[config.mk]
export PLATFORM = sky130hd
export DESIGN_NAME = imm_pipe_unit_flat
export DESIGN_NICKNAME = d
export VERILOG_FILES = /design/src/rtl/imm_pipe_unit_if.sv /design/src/rtl/imm_pipe_unit.sv /design/src/flat_wrapper.sv
export SDC_FILE = /design/constraint.sdc
export NUM_CORES = 1
export LEC_CHECK = 0
export CORE_UTILIZATION = 30
export CTS_CLUSTER_DIAMETER = 120
export CTS_CLUSTER_SIZE = 10
export DETAILED_ROUTE_END_ITERATION = 16
export PLACE_DENSITY_LB_ADDON = 0.08
export SETUP_SLACK_MARGIN = 0.5
export SLEW_MARGIN = 20
export SYNTH_ARGS = -nofsm -noshare
export SYNTH_HDL_FRONTEND = slang
export SYNTH_SLANG_ARGS = --single-unit
export TNS_END_PERCENT = 100
[constraint.sdc]
create_clock -name clk -period 1.9 [get_ports clk]
set_clock_uncertainty 0.05 [all_clocks]
set_input_delay 0.19 -clock clk [delete_from_list [all_inputs] [get_ports clk]]
set_output_delay 0.19 -clock clk [all_outputs]
set_load 0.02 [all_outputs]
[src/rtl/imm_pipe_unit_if.sv]
// Handshake and result bundle for imm_pipe_unit.
// The slave modport is the unit's own view; master is the driver/consumer side.
interface imm_pipe_unit_if #(
  parameter int XLEN  = 32,
  parameter int CNT_W = 8
);
  logic             in_valid_i;
  logic             in_ready_o;
  logic [31:0]      instr_i;
  logic             flush_i;
  logic             out_valid_o;
  logic             out_ready_i;
  logic [XLEN-1:0]  imm_o;
  logic [2:0]       fmt_o;
  logic             illegal_o;
  logic [CNT_W-1:0] illegal_cnt_o;

  modport master (
    output in_valid_i, instr_i, flush_i, out_ready_i,
    input  in_ready_o, out_valid_o, imm_o, fmt_o, illegal_o, illegal_cnt_o
  );

  modport slave (
    input  in_valid_i, instr_i, flush_i, out_ready_i,
    output in_ready_o, out_valid_o, imm_o, fmt_o, illegal_o, illegal_cnt_o
  );
endinterface

[src/rtl/imm_pipe_unit.sv]
// imm_pipe_unit: RV32I/RV64I immediate generator with a one-entry
// valid/ready output register, flush, and a saturating illegal-opcode counter.
// Optional feature macro: IMM_ZICSR_EN (CSR uimm decode for SYSTEM opcode).
module imm_pipe_unit #(
  parameter int XLEN  = 32,
  parameter int CNT_W = 8
) (
  input  logic          clk,
  input  logic          reset,
  imm_pipe_unit_if.slave bus
);

  localparam logic [6:0] OP_IMM    = 7'h13;
  localparam logic [6:0] OP_LOAD   = 7'h03;
  localparam logic [6:0] OP_JALR   = 7'h67;
  localparam logic [6:0] OP_STORE  = 7'h23;
  localparam logic [6:0] OP_BRANCH = 7'h63;
  localparam logic [6:0] OP_LUI    = 7'h37;
  localparam logic [6:0] OP_AUIPC  = 7'h17;
  localparam logic [6:0] OP_JAL    = 7'h6F;
  localparam logic [6:0] OP_REG    = 7'h33;
  localparam logic [6:0] OP_FENCE  = 7'h0F;
  localparam logic [6:0] OP_SYSTEM = 7'h73;

  localparam logic [2:0] FMT_NONE    = 3'd0;
  localparam logic [2:0] FMT_I       = 3'd1;
  localparam logic [2:0] FMT_S       = 3'd2;
  localparam logic [2:0] FMT_B       = 3'd3;
  localparam logic [2:0] FMT_U       = 3'd4;
  localparam logic [2:0] FMT_J       = 3'd5;
  localparam logic [2:0] FMT_Z       = 3'd6;
  localparam logic [2:0] FMT_ILLEGAL = 3'd7;

  logic [31:0]        ins;
  logic [2:0]         dec_fmt;
  logic signed [31:0] dec_imm32;
  logic               dec_illegal;

  logic               out_valid_q;
  logic [XLEN-1:0]    imm_q;
  logic [2:0]         fmt_q;
  logic               illegal_q;
  logic [CNT_W-1:0]   cnt_q;
  logic               accept;

  assign ins = bus.instr_i;

  // Decode opcode into format and a 32-bit signed immediate; widened to XLEN on load.
  always_comb begin
    // NOTE: defaults first so every path assigns every output and no latch is inferred.
    dec_fmt     = FMT_NONE;
    dec_imm32   = '0;
    dec_illegal = 1'b0;
    case (ins[6:0])
      OP_IMM, OP_LOAD, OP_JALR: begin
        dec_fmt   = FMT_I;
        dec_imm32 = {{20{ins[31]}}, ins[31:20]};
      end
      OP_STORE: begin
        dec_fmt   = FMT_S;
        dec_imm32 = {{20{ins[31]}}, ins[31:25], ins[11:7]};
      end
      OP_BRANCH: begin
        dec_fmt   = FMT_B;
        dec_imm32 = {{19{ins[31]}}, ins[31], ins[7], ins[30:25], ins[11:8], 1'b0};
      end
      OP_LUI, OP_AUIPC: begin
        dec_fmt   = FMT_U;
        dec_imm32 = {ins[31:12], 12'b0};
      end
      OP_JAL: begin
        dec_fmt   = FMT_J;
        dec_imm32 = {{11{ins[31]}}, ins[31], ins[19:12], ins[20], ins[30:21], 1'b0};
      end
      OP_REG, OP_FENCE: begin
        dec_fmt   = FMT_NONE;
      end
      OP_SYSTEM: begin
`ifdef IMM_ZICSR_EN
        // CSRRWI/CSRRSI/CSRRCI carry a 5-bit unsigned immediate in the rs1 field.
        if (ins[14:12] inside {3'd5, 3'd6, 3'd7}) begin
          dec_fmt   = FMT_Z;
          dec_imm32 = {27'b0, ins[19:15]};
        end
`else
        // Without CSR immediate support every SYSTEM op carries no immediate.
        dec_fmt   = FMT_NONE;
        dec_imm32 = '0;
`endif
      end
      default: begin
        dec_fmt     = FMT_ILLEGAL;
        dec_illegal = 1'b1;
      end
    endcase
  end

  // Ready whenever the slot is empty or being drained this cycle.
  assign bus.in_ready_o = !out_valid_q || bus.out_ready_i;
  assign accept         = bus.in_valid_i && bus.in_ready_o && !bus.flush_i;

  // Output register: flush beats accept, accept beats a plain transfer.
  always_ff @(posedge clk or posedge reset) begin
    // NOTE: sequential state uses non-blocking assignments so all registers update together.
    if (reset) begin
      out_valid_q <= 1'b0;
      imm_q       <= '0;
      fmt_q       <= FMT_NONE;
      illegal_q   <= 1'b0;
    end else if (bus.flush_i) begin
      out_valid_q <= 1'b0;
    end else if (accept) begin
      out_valid_q <= 1'b1;
      imm_q       <= XLEN'(dec_imm32);
      fmt_q       <= dec_fmt;
      illegal_q   <= dec_illegal;
    end else if (out_valid_q && bus.out_ready_i) begin
      out_valid_q <= 1'b0;
    end
  end

  // Saturating count of accepted illegal opcodes; only reset clears it.
  always_ff @(posedge clk or posedge reset) begin
    if (reset) begin
      cnt_q <= '0;
    end else if (accept && dec_illegal && (cnt_q != {CNT_W{1'b1}})) begin
      cnt_q <= cnt_q + 1'b1;
    end
  end

  assign bus.out_valid_o   = out_valid_q;
  assign bus.imm_o         = imm_q;
  assign bus.fmt_o         = fmt_q;
  assign bus.illegal_o     = illegal_q;
  assign bus.illegal_cnt_o = cnt_q;

endmodule

[src/flat_wrapper.sv]
// flat-port wrapper written by rule: the top's interface ports become plain ports
module imm_pipe_unit_flat 
#(
  parameter int XLEN  = 32,
  parameter int CNT_W = 8
)
  (clk, reset, bus_in_valid_i, bus_instr_i, bus_flush_i, bus_out_ready_i, bus_in_ready_o, bus_out_valid_o, bus_imm_o, bus_fmt_o, bus_illegal_o, bus_illegal_cnt_o);
  imm_pipe_unit_if #(.XLEN(XLEN), .CNT_W(CNT_W)) bus_i ();
  input  logic clk;
  input  logic reset;
  input wire logic [$bits(bus_i.in_valid_i)-1:0] bus_in_valid_i;
  input wire logic [$bits(bus_i.instr_i)-1:0] bus_instr_i;
  input wire logic [$bits(bus_i.flush_i)-1:0] bus_flush_i;
  input wire logic [$bits(bus_i.out_ready_i)-1:0] bus_out_ready_i;
  output wire logic [$bits(bus_i.in_ready_o)-1:0] bus_in_ready_o;
  output wire logic [$bits(bus_i.out_valid_o)-1:0] bus_out_valid_o;
  output wire logic [$bits(bus_i.imm_o)-1:0] bus_imm_o;
  output wire logic [$bits(bus_i.fmt_o)-1:0] bus_fmt_o;
  output wire logic [$bits(bus_i.illegal_o)-1:0] bus_illegal_o;
  output wire logic [$bits(bus_i.illegal_cnt_o)-1:0] bus_illegal_cnt_o;
  assign bus_i.in_valid_i = bus_in_valid_i;
  assign bus_i.instr_i = bus_instr_i;
  assign bus_i.flush_i = bus_flush_i;
  assign bus_i.out_ready_i = bus_out_ready_i;
  assign bus_in_ready_o = bus_i.in_ready_o;
  assign bus_out_valid_o = bus_i.out_valid_o;
  assign bus_imm_o = bus_i.imm_o;
  assign bus_fmt_o = bus_i.fmt_o;
  assign bus_illegal_o = bus_i.illegal_o;
  assign bus_illegal_cnt_o = bus_i.illegal_cnt_o;
  imm_pipe_unit #(.XLEN(XLEN), .CNT_W(CNT_W)) u_core (.clk(clk), .reset(reset), .bus(bus_i));
endmodule
==> metrics.yaml <==
setup-tns-final_ns: 0
timing.setup.critical_path_class: "reg -> reg"
synth_fp_nets: 232
route.met2.wl_um: 3038
critPathCaptureType: "flip-flop"
report.final.setup_viol: 0
tritoncts: "done"
critPathMaxFanout: 4
library_cell_used_as_clock_root_buffer: "sky130_fd_sc_hd__clkbuf_8"
coreArea_mm2: 0.006907
design_power_total_mw: 2.711
synth_enable_flop_cells: 0
timing.final.hold_violations: 0
yosys_register_bits: 45
post-dp-hpwl_um: 4625
rr_endpoint: "u_core.bus.illegal_cnt_o[1]"
pwr-share-seq_pct: 41.0
number_of_vias_per_cell: 5.009
detail-route-antenna-nets: 0
powerDensity_mw_per_mm2: 718.5
first_global_vias: 2078
grt_use_total_pct: 17.41
topRoutingLayerUsed: "met4"
max_slew_margin_pct: 76.07
synth.yosys.seq_area_share_pct: 51.69
static-leakage-power_nw: 1.857
vdd_drop_max_v: 0.0006160
worst-endpoint-arrival_ns: 1.80
first_pass_iters: 4
relative_area_change_from_synthesis_to_final_layout_pct: 73.23
layout-drive-gt1-share_pct: 32.42
numPortBuffers: 82
wirelength_um: 6516
net_switching_mw: 0.7725
r2r.worst_path.cells: 7
worstReg2RegStart: "u_core.bus.out_valid_o"
wl_met1_um: 3044
cts_buffer_depth: 2
ys.flop_type: "sky130_fd_sc_hd__dfrtp_1"
die_h_um: 87.21
post_synth.cell_area_avg_um2: 11.23
initial_core_util_pct: 31.54
netlist_instances: 194
final_period_minus_worst_setup_slack_ns: 1.673
numCtsBuffers: 5
rsz_0062_raised_after_global_routing: "yes"
first_pass_grt_wire_length_um: 10320
drv_slew: 0
wl_per_cell_um: 15.40
swShare_pct: 28.49
wl_met3_um: 388
cts.reportedPaths.clkPinSlew_ns: 0.09
num_io_pins: 83
run_status: "complete, no violations"
cts_sinks: 45
gp_routability_congestion: 0.8469
timing.final.crit_share_pct: 88.05
antenna-diode-count: 0
htree_levels: 2
max_cap_violations: 0
post_synth_instance_area_mm2: 0.002178
die_area_mm2: 0.007606
share_comb_of_total_power_pct: 27.3
final_core_util_pct: 54.64
via_count: 2119
initial_antenna_violation_count: 0
std_cell_rows: 30
crit_required_ns: 2.03
grt_max_degree: 24
clock_latency_of_the_later_clocked_register_in_the_worst_skew_pair_ns: 0.29
design.final.nets: 364
post_synth_num_cell_types: 46
synth-async-reset-ratio_pct: 100.0
grt.overflow.total: 0
drt_drc_violations_left: 0
holdWs_ns: 0.2056
clock_power_share_pct: 31.7
reg2reg_slack_ns: 0.23
worstMarginPinSlew_ns: 0.3566
max_freq_ghz: 0.5977
detailedRoute.firstIterationViolations: 113
timing.critical_path.from_type: "flip-flop"
internal_power_mw: 1.939
ys_warn_count: 0
die_width_um: 87.21
hold_class: "in -> async"
-- metal layers --
metal | global-route usage, % | vias to the layer above
met3 | 3.981 | 4
met1 | 24.22 | 1026
li1 | - | 1025
met4 | 3.875 | 0
met5 | 0 | -
met2 | 27.70 | 64
-- synthesized netlist by cell type, types with 3 or more instances --
cell,instances,area [um2]
sky130_fd_sc_hd__a22oi_1,5,37.54
sky130_fd_sc_hd__inv_1,3,11.26
sky130_fd_sc_hd__nand2b_1,5,31.28
sky130_fd_sc_hd__a221o_1,19,190.2
sky130_fd_sc_hd__dfrtp_1,45,1126
sky130_fd_sc_hd__a31oi_1,4,25.02
sky130_fd_sc_hd__a22o_1,7,61.31
sky130_fd_sc_hd__xnor2_1,5,43.79
sky130_fd_sc_hd__nor2_1,10,37.54
sky130_fd_sc_hd__o21ai_1,6,30.03
sky130_fd_sc_hd__and3_1,6,37.54
sky130_fd_sc_hd__a21oi_1,6,30.03
sky130_fd_sc_hd__o22a_1,4,35.03
sky130_fd_sc_hd__nand3_1,7,35.03
sky130_fd_sc_hd__nor2b_1,3,18.77
sky130_fd_sc_hd__nand2_1,14,52.55
sky130_fd_sc_hd__clkbuf_1,7,26.28
sky130_fd_sc_hd__o21ai_0,3,15.01
-- worst max-delay path by stage --
stage                      startpoint                          end  slack (ns)
4_1_cts        u_core.bus.out_valid_o  u_core.bus.illegal_cnt_o[1]        0.20
3_5_place_dp           bus_instr_i[5]  u_core.bus.illegal_cnt_o[1]       -0.31
3_3_place_gp           bus_instr_i[5]  u_core.bus.illegal_cnt_o[1]       -0.25
5_1_grt        u_core.bus.out_valid_o  u_core.bus.illegal_cnt_o[5]        0.18
6_report       u_core.bus.out_valid_o  u_core.bus.illegal_cnt_o[1]        0.23
2_1_floorplan  u_core.bus.out_valid_o  u_core.bus.illegal_cnt_o[1]        0.09
-- final cells by class --
cell class	count	area, um2
inverter	4	15.01
sequential	45	1130
clock buffer	5	68.82
multi-input combinational	134	1162
clock inverter	3	68.82
timing repair buffer	136	1209
fill	658	3133
tap	96	120.1
-- layout by cell type, fill, tap and decap left out, types with 3 or more instances in the layout --
cell,instances
sky130_fd_sc_hd__nand2b_1,3
sky130_fd_sc_hd__a31oi_1,4
sky130_fd_sc_hd__buf_6,9
sky130_fd_sc_hd__inv_2,3
sky130_fd_sc_hd__clkdlybuf4s50_1,31
sky130_fd_sc_hd__xnor2_1,3
sky130_fd_sc_hd__o21ai_1,6
sky130_fd_sc_hd__a22o_1,7
sky130_fd_sc_hd__a21oi_1,5
sky130_fd_sc_hd__o22a_1,4
sky130_fd_sc_hd__buf_4,45
sky130_fd_sc_hd__a22oi_1,4
sky130_fd_sc_hd__nand3_1,4
sky130_fd_sc_hd__dfrtp_1,42
sky130_fd_sc_hd__a221o_1,19
sky130_fd_sc_hd__dfrtp_2,3
sky130_fd_sc_hd__nor2_1,9
sky130_fd_sc_hd__dlygate4sd2_1,41
sky130_fd_sc_hd__and3_1,4
sky130_fd_sc_hd__clkbuf_2,5
sky130_fd_sc_hd__nand2_1,13
sky130_fd_sc_hd__clkbuf_8,5
-- critical path, stage by stage, from the launching register on --
cell and delay [ns]:
sky130_fd_sc_hd__dfrtp_2 0.41, sky130_fd_sc_hd__nor2b_4 0.14, sky130_fd_sc_hd__inv_2 0.05, sky130_fd_sc_hd__nand3b_1 0.16, sky130_fd_sc_hd__a311oi_4 0.25, sky130_fd_sc_hd__buf_6 0.16, sky130_fd_sc_hd__nand2_4 0.05, sky130_fd_sc_hd__mux2_4 0.29
-- cells by family (layout without fill, tap and decap cells) --
| logic type | count (synthesis) | count (layout) | share of synthesized area, % |
|---|---|---|---|
| flip-flops | 45 | 45 | 51.69 |
| AO/OA/AOI/OAI | 64 | 64 | 24.35 |
| AND/OR/NAND/NOR | 63 | 63 | 17.29 |
| buffers and inverters | 15 | 148 | 3.389 |
| XOR/XNOR | 5 | 5 | 2.010 |
| adder cells (fa/ha/maj) | 1 | 1 | 0.5743 |
| multiplexers | 1 | 1 | 0.6891 |
-- registers in the layout (all words and copies together) (netlist names) --
name / flops
u_core.bus.fmt_o: 3
u_core.bus.illegal_cnt_o: 8
u_core.bus.illegal_o: 1
u_core.bus.imm_o: 32
u_core.bus.out_valid_o: 1
-- what timing repair did --
item | 4_1_cts | 5_1_grt
gates resized for setup | 78 | 39
pin swaps | 5 | 9
cloned | 0 | 1
buffers inserted | 9 | 12
hold buffers | 0 | 0
setup endpoints to repair | 90 | 50
-- metrics by stage --
step                      instances  cell area, um2  setup WS (ns)
after floorplan                 194            2228        0.08953
after global placement          393            3369        -0.2490
after detailed placement        393            3369        -0.3083
after CTS                       410            3590         0.1979
after global routing            423            3774         0.1773
final                           423            3774         0.2270
-- power groups by stage --
stage,Clock [mW],Combinational (mW),Sequential [mW]
2_1_floorplan,0,0.232,1.22
3_3_place_gp,0,0.687,1.13
3_5_place_dp,0,0.694,1.13
4_1_cts,0.889,0.711,1.10
5_1_grt,0.934,0.790,1.12
6_report,0.860,0.739,1.11
Note: power is estimated with default switching activity, not from simulation.
